$ cat config.mk
export PLATFORM = sky130hd
export DESIGN_NAME = seq_multiplier_nxn
export DESIGN_NICKNAME = d
export VERILOG_FILES = /design/src/rtl/seq_mult_pkg.sv /design/src/rtl/mult_addshift_step.sv /design/src/rtl/seq_multiplier_nxn.sv
export SDC_FILE = /design/constraint.sdc
export NUM_CORES = 1
export LEC_CHECK = 0
export ABC_AREA = 1
export CORE_AREA = 2 2 68 70
export CTS_CLUSTER_SIZE = 16
export DETAILED_ROUTE_END_ITERATION = 16
export DIE_AREA = 0 0 70 72
export GPL_ROUTABILITY_DRIVEN = 0
export SETUP_SLACK_MARGIN = 0.02
export SLEW_MARGIN = 0
export SYNTH_ARGS = -nofsm -noshare
export SYNTH_HDL_FRONTEND = slang
export SYNTH_HIERARCHICAL = 1
export SYNTH_SLANG_ARGS = --single-unit
$ cat constraint.sdc
create_clock -name i_clk -period 2.35 [get_ports i_clk]
set_input_delay 0.3525 -clock i_clk [delete_from_list [all_inputs] [get_ports i_clk]]
set_output_delay 0.3525 -clock i_clk [all_outputs]
set_load 0.1 [all_outputs]
$ cat src/rtl/seq_mult_pkg.sv
// rtl/seq_mult_pkg.sv - shared types and helpers for the sequential multiplier
package seq_mult_pkg;

    typedef enum logic [1:0] {
        IDLE = 2'd0,
        CALC = 2'd1,
        DONE = 2'd2
    } state_t;

    function automatic int cnt_width(input int width);
        return $clog2(width + 1);
    endfunction

endpackage

$ cat src/rtl/mult_addshift_step.sv
// rtl/mult_addshift_step.sv - one conditional-add and right-shift step of the multiplier
module mult_addshift_step #(
    parameter int WIDTH = 4
) (
    input  logic [WIDTH-1:0] i_acc,
    input  logic [WIDTH-1:0] i_mplier,
    input  logic [WIDTH-1:0] i_mcand,
    output logic [WIDTH-1:0] o_acc,
    output logic [WIDTH-1:0] o_mplier
);

    logic [WIDTH:0] w_sum;

    // WIDTH+1-bit adder keeps the carry; it shifts into the accumulator MSB.
    assign w_sum    = {1'b0, i_acc} + (i_mplier[0] ? {1'b0, i_mcand} : {(WIDTH+1){1'b0}});
    assign o_acc    = w_sum[WIDTH:1];
    assign o_mplier = {w_sum[0], i_mplier[WIDTH-1:1]};

endmodule

$ cat src/rtl/seq_multiplier_nxn.sv
// rtl/seq_multiplier_nxn.sv - WIDTH x WIDTH shift-add multiplier with signed mode and handshakes
module seq_multiplier_nxn
    import seq_mult_pkg::*;
#(
    parameter int WIDTH = 4
) (
    input  logic                 i_clk,
    input  logic                 i_rst_n,
    input  logic                 i_in_valid,
    output logic                 o_in_ready,
    input  logic [WIDTH-1:0]     i_a,
    input  logic [WIDTH-1:0]     i_b,
    input  logic                 i_signed_mode,
    output logic                 o_out_valid,
    input  logic                 i_out_ready,
    output logic [2*WIDTH-1:0]   o_product
);

    localparam int CW = cnt_width(WIDTH);
    localparam logic [CW-1:0] LAST_ITER = CW'(WIDTH - 1);

    state_t               r_state;
    logic [CW-1:0]        r_cnt;
    logic [WIDTH-1:0]     r_acc;
    logic [WIDTH-1:0]     r_mplier;
    logic [WIDTH-1:0]     r_mcand;
    logic                 r_neg;
    logic                 r_in_ready;
    logic                 r_out_valid;
    logic [2*WIDTH-1:0]   r_product;

    logic [WIDTH-1:0]     w_a_mag;
    logic [WIDTH-1:0]     w_b_mag;
    logic [WIDTH-1:0]     w_acc_next;
    logic [WIDTH-1:0]     w_mplier_next;
    logic [2*WIDTH-1:0]   w_full;
    logic [2*WIDTH-1:0]   w_full_neg;

    // -2^(WIDTH-1) negates to itself, which read as unsigned is the correct magnitude.
    assign w_a_mag = (i_signed_mode && i_a[WIDTH-1]) ? -i_a : i_a;
    assign w_b_mag = (i_signed_mode && i_b[WIDTH-1]) ? -i_b : i_b;

    mult_addshift_step #(
        .WIDTH (WIDTH)
    ) u_step (
        .i_acc    (r_acc),
        .i_mplier (r_mplier),
        .i_mcand  (r_mcand),
        .o_acc    (w_acc_next),
        .o_mplier (w_mplier_next)
    );

    assign w_full     = {w_acc_next, w_mplier_next};
    assign w_full_neg = -w_full;

    always_ff @(posedge i_clk or negedge i_rst_n) begin
        if (!i_rst_n) begin
            r_state     <= IDLE;
            r_cnt       <= '0;
            r_acc       <= '0;
            r_mplier    <= '0;
            r_mcand     <= '0;
            r_neg       <= 1'b0;
            r_in_ready  <= 1'b1;
            r_out_valid <= 1'b0;
            r_product   <= '0;
        end else begin
            case (r_state)
                IDLE: begin
                    if (i_in_valid && r_in_ready) begin
                        r_mcand    <= w_a_mag;
                        r_mplier   <= w_b_mag;
                        r_neg      <= i_signed_mode & (i_a[WIDTH-1] ^ i_b[WIDTH-1]);
                        r_acc      <= '0;
                        r_cnt      <= '0;
                        r_in_ready <= 1'b0;
                        r_state    <= CALC;
                    end
                end
                CALC: begin
                    r_acc    <= w_acc_next;
                    r_mplier <= w_mplier_next;
                    r_cnt    <= r_cnt + CW'(1);
                    // The final step's result goes straight into the output register.
                    if (r_cnt == LAST_ITER) begin
                        r_product   <= r_neg ? w_full_neg : w_full;
                        r_out_valid <= 1'b1;
                        r_state     <= DONE;
                    end
                end
                DONE: begin
                    if (i_out_ready) begin
                        r_out_valid <= 1'b0;
                        r_in_ready  <= 1'b1;
                        r_state     <= IDLE;
                    end
                end
                default: begin
                    r_state <= IDLE;
                end
            endcase
        end
    end

    assign o_in_ready  = r_in_ready;
    assign o_out_valid = r_out_valid;
    assign o_product   = r_product;

endmodule

# Word-level counts from Yosys, hierarchy flattened
# Cells that the tools add are included.
# word_totals
ff_bits	28
inputBits	13
# op_classes
addsub	5
n_eq_ne	6
n_mux	20
bitwise_logic	2
n_reduce_logical	13
# op_table
cell	count
2-to-1 mux 4 bit	5
case mux 4 bit (2 select lines)	2
AND reduction 3 bit	3
2-to-1 mux 8 bit	1
negator 4 bit	2
negator 8 bit	1
2-to-1 mux 2 bit	3
inequality test 2 bit, second input constant	3
case mux 2 bit (3 select lines)	1
case mux 3 bit (2 select lines)	1
AND reduction 2 bit	3
nonzero test 2 bit	3
adder 4 x 5 -> 5 bit	1
2-to-1 mux 1 bit	4
case mux 1 bit (2 select lines)	2
adder 3 x 1 -> 3 bit, second input constant	1
equality test 3 x 2 -> 1 bit, second input constant	1
logical AND 1 bit	3
2-to-1 mux 3 bit	1
equality test 2 x 1 -> 1 bit, second input constant	1
equality test 2 bit, second input constant	1
zero test 2 bit	1
bitwise AND 1 bit	1
bitwise XOR 1 bit	1

# Longest topological paths before layout
# depth
word_depth	4
ltp_mapped	14
ltp_nobuf	14

# Cells and area by module
# The synthesis kept the hierarchy.
# modules_own_cells
module	n_inst	cells_each	area_per_inst_um2	seq_area_each_um2
seq_multiplier_nxn	1	177	1470.2	701.9
mult_addshift_step	1	35	206.4	0.0

# Worst setup path before layout
# OpenSTA, ideal clock, no wires.
# synth_timing
kind	register to register
start	register r_mplier[0]
end	register r_product[7], in the netlist o_product[7]
t_arrival_ps	1655
required_ps	2230
setup_slack_ps	575
stages_incl_launch_ff	14
synth_period_minus_slack_ps	1775
cell_sequence	dfrtp_1 nand2_1 inv_1 ha_1 inv_1 fa_1 xnor2_1 inv_1 nand2_1 nor2_1 nand2_1 nand3_1 nand3_1 nand2_1
# synth_via
elab_chain_len	4
# synth_lines
item	line_no	text
from (decl)	seq_multiplier_nxn.sv:25	logic [WIDTH-1:0] r_mplier;
from (signal assigned)	seq_multiplier_nxn.sv:72	r_mplier <= w_b_mag;
from (signal assigned)	seq_multiplier_nxn.sv:82	r_mplier <= w_mplier_next;
2-to-1 mux 4 bit	mult_addshift_step.sv:15	assign w_sum = {1'b0, i_acc} + (i_mplier[0] ? {1'b0, i_mcand} : {(WIDTH+1){1'b0}});
adder 4 x 5 -> 5 bit	mult_addshift_step.sv:15	
via w_acc_next[1]	seq_multiplier_nxn.sv:34	logic [WIDTH-1:0] w_acc_next;
negator 8 bit	seq_multiplier_nxn.sv:54	assign w_full_neg = -w_full;
2-to-1 mux 8 bit	seq_multiplier_nxn.sv:86	r_product <= r_neg ? w_full_neg : w_full;
to (signal assigned)	seq_multiplier_nxn.sv:86	
to (decl)	seq_multiplier_nxn.sv:30	logic [2*WIDTH-1:0] r_product;
# The timed path passes the listed nets, and every way through them passes these cells.
# A chain may end at the register's enable or synchronous reset.

# Worst setup path in the final report
# Ends and elaborated chain as after synthesis.

==> qor.yml <==
status:
  status: "complete, no violations"
routing:
  drc_errors: 0
  drtAntennaViolNets: 0
  vias: 1362
  routed_wl_um: 3248
  drt_pre_antenna_iters: 4
  wl_per_cell_um: 11.40
  drt_iter0_markers: 37
  viasPerCell: 4.779
synthesis:
  seq_area_frac_synth_pct: 41.87
  yosysTopAreaCell: "dfrtp_1"
  synth_edf_count: 0
  synthCells: 212
  synth_fp_nets: 235
  syn_area_per_cell_sq_um: 7.909
  synth.distinct_cells: 28
  synth_area_leaders: "dfrtp_1 40%, nand2_1 14%, ha_1 6.7%"
  synth_top_area_share_pct: 40.30
  yosysWarnings: 6
  synth-async-reset-ratio_pct: 100.0
  synth_area_sq_um: 1677
  synthFlopType: "dfrtp_1"
  ys_ff_latch: 28
grt:
  gr-usage-all-layers_pct: 15.16
  gr-total-overflow: 0
  grt_pass1_vias: 1397
  grt_pass1_wl_um: 6203
  antenna_found_initial: 0
  grt_use_met3_pct: 3.333
  grt_busiest_layer: "met2"
  grt_use_met1_pct: 19.72
  grt_max_degree: 29
  use_met2_pct: 25.82
worst_setup_path:
  cpPeakStageDelay_ns: 0.42
  worst_ep_arrival_time_ns: 2.17
  worst_setup_path_start_kind: "register"
  critPathCaptureType: "register"
  crit_family: "adder cells"
  worstPathCellList: "nand2_1 -> inv_1 -> ha_1 -> inv_1 -> fa_1 -> xnor2_1 -> inv_1 -> nand2_1 -> nor2_1 -> nand2_1 -> nand3_1 -> nand3_1 -> nand2_1"
  cp_slowest_cell: "dfrtp_1"
  crit_type: "reg2reg"
  critical_path_required_ns: 2.53
  cpMostUsedCell: "nand2_1"
  cp_num_buf_inv: 3
  worstPathMaxFanout: 5
floorplanning:
  core_sq_um: 4264
  ios: 23
  rows: 24
  die_area_sq_um: 5040
  die_height_um: 72
  start_util_pct: 39.32
  die_w_um: 70
sta:
  grt_setup_unrepaired: "no"
  maxSlewViolCount: 0
  slew-limit-headroom_pct: 64.47
  setup_violations: 0
  setup_slack_ns: 0.3654
  finalCritPeriodShare_pct: 84.45
  tns_ns: 0
  max_freq_mhz: 503.9
  period_minus_slack_ns: 1.985
  finalHoldViolations: 0
  skew_ns: 0.009438
  worst_slew_pin_slew_ns: 0.5324
final_layout:
  antenna_cells: 0
  fin_nets: 257
  layout_common_cells: "62 x nand2_1, 28 x inv_1, 27 x dfrtp_1"
  layout_commonest_cell: "nand2_1"
  area_growth_pct: 15.67
  drive_gt1_share_pct: 12.88
  final-instance-count-excl-fill: 285
hold_path:
  hp-class: "in2async"
cts:
  cts-root-buf: "clkbuf_8"
  clkSlewWorstSetupHoldPaths_ns: 0.10
  clkSinkCount: 28
  cts_tree: "yes"
  clk_latency_ns: 0.28
  clockBufferDepth: 2
  ctsHtreeMaxLevel: 1
  post_cts_buffers: 0
  cts_resized: 0
  cts_buffers: 3
  cts_hold_buf: 0
power_and_ir_drop:
  p_leak_uw: 0.001020
  vdd_drop_max_mv: 0.7011
  power_density_nw_per_um2: 1356
placement:
  portBuffers: 22
  dp_hpwl_um: 2508
  dp_slack_ns: 0.3844
  placedCellCount: 281
run:
  maxCapViolations: 0
## metal layers
layer  vias to the layer above  share of wire [%]  routed length [um]
li1                        714                  -                   -
met5                         -                  0                   0
met1                       626                 47                1520
met3                         7                2.6                  84
met4                         0                1.7                  56
met2                        15                 49                1587
## layout make-up
type                       instances  area [sq um]
sequential                        28         701.9
inverter                          34         130.1
timing repair buffer              23         202.7
multi-input combinational        144         794.5
fill                             440          2325
tap                               52         65.06
clock buffer                       4         45.04
## cells by family after synthesis
kind of cell    after synthesis  share of synthesized area [%]
compound gates               31                          10.67
buf+inv                      40                          10.75
xor+xnor                      3                          1.567
fa+ha+maj                    10                          7.911
simple gates                100                          27.24
flops                        28                          41.87
## sequential cells by signal, summed over array words and instances, names as in the netlist
register,flops
o_product,8
r_mcand,4
r_cnt,3
r_neg,1
r_mplier,4
r_state,2
r_acc,4
o_in_ready,1
o_out_valid,1
## report_power, final
group          internal [uW]  leakage (uW)  switching [uW]
clock                    122     0.0000228             152
combinational            418      0.000639            1110
sequential               676      0.000359             150
## cells in the mapped netlist (2+ instances only)
cell       n
a21oi_1    3
inv_1     28
dfrtp_1   27
buf_4      3
o21ai_0   11
o21ai_1   11
nand3_1   17
nand2_2    2
nor2_8     2
inv_2      5
o211ai_2   2
xnor2_1    3
nor2_1    11
o211ai_1   2
ha_1       9
nor3_1     2
nand2_1   62
buf_6      2
## stage by stage
step / hold slack, ns / total power (uW) / utilization, % / area (sq um)
after floorplan: 0.05691 / 2100 / - / 1677
after CTS: 0.4552 / 2666 / 45.48 / 1939
after global placement: 0.4599 / 2371 / 44.42 / 1894
final: 0.4404 / 2631 / 45.48 / 1939
after detailed placement: 0.4672 / 2378 / 44.42 / 1894
after global routing: 0.4795 / 2878 / 45.48 / 1939
## path summary, 6_finish.rpt
path / cells past startpoint / endpoint / startpoint / slack (ns)
min reg2reg: 2 / r_cnt[1] / r_cnt[1] / 0.49
min: 2 / o_product[3] / i_rst_n / 0.44
min in group i_clk: 2 / r_cnt[1] / r_cnt[1] / 0.49
max in group asynchronous: 2 / o_in_ready / i_rst_n / 1.60
max reg2reg: 13 / o_product[7] / r_mplier[0] / 0.37
max: 13 / o_product[7] / r_mplier[0] / 0.37
(Power assumes the default switching activity.)
==> RTL edit 1, RTL diff (same settings) <==
Reset style: synchronous (`i_rst_n`), changed in one clocked block.
--- a/src/rtl/seq_multiplier_nxn.sv
+++ b/src/rtl/seq_multiplier_nxn.sv
@@ -55,3 +55,3 @@
 
-    always_ff @(posedge i_clk or negedge i_rst_n) begin
+    always_ff @(posedge i_clk) begin
         if (!i_rst_n) begin
Formal check against the unedited RTL: differs if i_rst_n is asserted again (counterexample within 4 cycles, from zero or initial values and one cycle with i_rst_n low); with i_rst_n held inactive, the same outputs for 10 cycles.
==> RTL edit 1 against the original RTL <==
  * Sequential cell count unchanged
  * Area after synthesis decreased by 5.8%
  * Final area fell by 4.5%
  * Wire length is 2.1% lower
  * Via count increased by 1.9%
  * Synthesized cell count increased by 8.5%
  * Critical path depth unchanged
  * Worst setup slack got worse by 14 ps
  * Sequential share of layout area decreased by 5.9 points
  * Global-route usage decreased by 2.0 points
Power is not compared: it rests on default switching activity, and its combinational part moved more than twofold at a synthesized area within 25%.
==> RTL edit 1: results (changes against the original RTL) <==
[layout]
largest_reg_flops = 8  ; unchanged
seq_cell_count = 28  ; unchanged
nNonClkBuffers = 24  ; +4.3%
final-clk-cell-share_pct = 2.97  ; +0.65 points
num-multi-input-gates = 155  ; +7.6%
inverters = 39  ; +15%
regArea_um2 = 561  ; -20%
nonClkBufAreaFrac_pct = 11.4  ; +0.90 points
multiInputGateArea_um2 = 815  ; +2.5%
fill_cells = 460  ; +4.5%
fin_nets = 274  ; +6.6%

[global_route]
use_met2_pct = 21.5  ; -4.3 points
grt.busiest_layer = met2
grt_pass1_wl_um = 5590  ; -9.9%
grt_use_met1_pct = 18.7  ; -0.97 points
grt.total_usage_pct = 13.1  ; -2.0 points
grt_max_degree = 16  ; -45%
grt.met3_usage_pct = 1.39  ; -1.9 points

[synthesis]
synth.area.top_cells = dfxtp_1 35%, nand2_1 12%, inv_1 8.8%, a21oi_1 8.2%, ha_1 7.1%
yosysUniqueCellTypes = 27  ; -3.6%
synthCells = 230  ; +8.5%
ys_top_cells_by_count = 51 x nand2_1, 37 x inv_1, 28 x dfxtp_1
synth_ff_type = dfxtp_1
synth_nets = 253  ; +7.7%
yosys.area_share.adder_pct = 8.40  ; +0.49 points
ys_seq_area_share_pct = 35.5  ; -6.4 points
async_flop_share_pct = 0  ; -100 points

[timing]
slew_headroom_pct = 66.7  ; +2.3 points
holdWs_ps = 467  ; +26.4 ps
fin_skew_ps = 2.64  ; -6.80 ps
timing.fmax_mhz = 500  ; -0.69%

[placed_design]
place_ws_ps = 346  ; -38.9 ps
dp_hpwl_um = 2490  ; -0.73%
place_area_um2 = 1800  ; -5.2%
place_inst = 298  ; +6.0%

[route]
wl_per_cell_um = 10.5  ; -7.6%
first_iter_violations = 55  ; +49%
num_vias = 1388  ; +1.9%
viasPerCell = 4.60  ; -3.8%

[setup_path]
critical_path_arrival_ps = 2190  ; +20 ps
r2r-start = r_mplier[0]
cp_slowest_cell = dfxtp_1
critical_path.max_stage_delay_ps = 390  ; -30 ps
crit_type = register to register
crit_end = o_product[7]

[hold_path]
hold-path-cell-count = 1

[status]
status = finished, final reports clean

==> RTL edit 1: kinds of logic (layout without fill, tap and decap cells) <==
group           after synthesis  count (layout)
compound gates               50              50
flops                        28              28
xor+xnor                      5               5
fa+ha+maj                    10              10
buf+inv                      47              67
simple gates                 90              90
==> RTL edit 1: report_power, final <==
group / total (mW) / internal [mW] / switching, mW
registers: 0.515 / 0.495 / 0.0197
logic: 0.181 / 0.0676 / 0.113
clock network: 0.302 / 0.150 / 0.152
total: 0.997 / 0.713 / 0.284
==> RTL edit 1: worst max-delay path: cells and delay by family (launching register included) <==
| family | cells | cell delay [ps] |
|---|---|---|
| adder cells (fa/ha/maj) | 2 | 560 |
| AND/OR/NAND/NOR | 6 | 430 |
| flip-flops | 1 | 390 |
| XOR/XNOR | 1 | 280 |
| buffers and inverters | 4 | 240 |
==> RTL edit 1: per-layer routing <==
metal | vias to the layer above | wire length, um
li1 | 766 | -
met1 | 599 | 1660
met2 | 21 | 1430
met3 | 2 | 76
met4 | 0 | 13
met5 | - | 0
==> RTL edit 2, RTL diff (config.mk and constraints unchanged) <==
Without the edit above. Encoding of `state_t`: now one-hot (3 bits for 3 states).
--- a/src/rtl/seq_mult_pkg.sv
+++ b/src/rtl/seq_mult_pkg.sv
@@ -3,6 +3,6 @@
 
-    typedef enum logic [1:0] {
-        IDLE = 2'd0,
-        CALC = 2'd1,
-        DONE = 2'd2
+    typedef enum logic [2:0] {
+        IDLE = 3'b001,
+        CALC = 3'b010,
+        DONE = 3'b100
     } state_t;
Function: no difference found for any inputs over 10 cycles, from zero or initial values and one cycle with i_rst_n low; not proved beyond that.
==> RTL edit 2 against the original RTL <==
  * Combinational power down 28%
  * Area after synthesis up 3.9%
  * Final area up 6.8%
  * Critical path type unchanged
  * Critical path depth unchanged
  * Wire length up 3.3%
  * Sequential cell count up 1
  * Total power down 7.5%
  * Die area unchanged
  * Clock skew down 1.7 ps
  * Worst setup slack worse by 4.6 ps
  * Synthesized cell count up 8.0%
  * Critical endpoint unchanged
==> RTL edit 2: results (changes against the original RTL) <==
[global_route]
grt_use_met1_pct = 20.9  ; +1.2 points
grt_overflow = 0  ; unchanged
grt.met3_usage_pct = 4.17  ; +0.83 points
use_met2_pct = 23.3  ; -2.5 points
grt_max_degree = 30  ; +3.4%
grt_pass1_wl_um = 6040  ; -2.6%
grt.total_usage_pct = 15.1  ; -0.061 points
grt.busiest_layer = met2
grt_pass1_vias = 1309  ; -6.3%

[layout]
fin_nets = 275  ; +7.0%
finalNonFillerCells = 305  ; +7.0%
largest_reg_flops = 8  ; unchanged
drive_gt1_share_pct = 12.3  ; -0.62 points

[setup_path]
rr_worst_depth = 13  ; unchanged
critical_path_arrival_ps = 2150  ; -20 ps
path_delay_family = adder cells
crit_end = o_product[7]
critical_path.max_stage_delay_ps = 400  ; -20 ps
cp_slowest_cell = dfrtp_1

[synthesis]
yosysUniqueCellTypes = 29  ; +3.6%
synthCells = 229  ; +8.0%
synth_xor_area_share_pct = 1.51  ; -0.059 points
synth_top_area_cell = dfrtp_1
synth_nets = 252  ; +7.2%
yosys.area_share.adder_pct = 7.61  ; -0.30 points
ys_seq_area_share_pct = 41.8  ; -0.055 points
muxShareOfSynthArea_pct = 0  ; unchanged
synth.area.top_cells = dfrtp_1 39%, nand2_1 18%, nand3_1 6.9%, ha_1 6.5%, inv_1 6.3%
ys_top_cells_by_count = 84 x nand2_1, 29 x inv_1, 27 x dfrtp_1
synth_compound_area_share_pct = 6.68  ; -4.0 points

[placed_design]
place_ws_ps = 376  ; -8.11 ps
place_inst = 297  ; +5.7%
dp_hpwl_um = 2560  ; +2.0%
numPortBuffers = 22  ; unchanged
place_area_um2 = 1960  ; +3.2%

[route]
top_layer = met4
wl_met2_um = 1520  ; -4.2%
viasPerCell = 4.68  ; -2.0%
first_iter_violations = 102  ; +180%
routedLengthMet1_um = 1660  ; +9.4%
drcViolationCount = 0  ; unchanged
dr.pass1.iters = 4  ; unchanged
finalWirelength_um = 3360  ; +3.3%
wl_met3_um = 127  ; +51%

[timing]
period_share_pct = 84.6  ; +0.20 points
fin_skew_ps = 7.73  ; -1.71 ps
tightest_slew_ps = 407  ; -126 ps
holdWs_ps = 455  ; +14.7 ps

[clock_tree]
cts_made_buffers = 5  ; +2
clkTransAtPathRegs_ps = 70  ; -30 ps
clk_path_buf_depth = 2  ; unchanged
htreeDepth = 2  ; +1
post_cts_buffers = 0  ; unchanged

[pwr]
p_leak_nw = 1.12  ; +9.9%
max-vdd-ir-drop_mv = 0.356  ; -49%
swShare_pct = 44.2  ; -9.5 points

[status]
status = finished, final reports clean

RTL edit 2: cell types whose count changed in the layout (fill, tap and decap cells not counted), moves of 2 or more:
cell | before | now
nand3_1 | 17 | 24
clkbuf_8 | 3 | 6
o21ai_0 | 11 | 9
o21ai_2 | 0 | 2
inv_2 | 5 | 2
o211ai_2 | 2 | 0
o21ai_1 | 11 | 6
nand2_2 | 2 | 0
nand2_1 | 62 | 84
RTL edit 2: area by class of cell:
class	instances	area (um^2)
Inverter	33	129
Clock buffer	7	86.3
Tap cell	52	65.1
Fill cell	455	2190
Clock inverter	1	30.0
Multi-Input combinational cell	160	831
Timing Repair Buffer	23	203
Sequential cell	29	728
RTL edit 2: power by group through the flow:
stage	clock network, mW	logic (mW)	registers, mW
3_3_place_gp	0	1.09	0.811
4_1_cts	0.548	1.11	0.807
5_1_grt	0.575	1.25	0.834
2_1_floorplan	0	0.722	0.975
6_report	0.531	1.10	0.807
3_5_place_dp	0	1.10	0.815
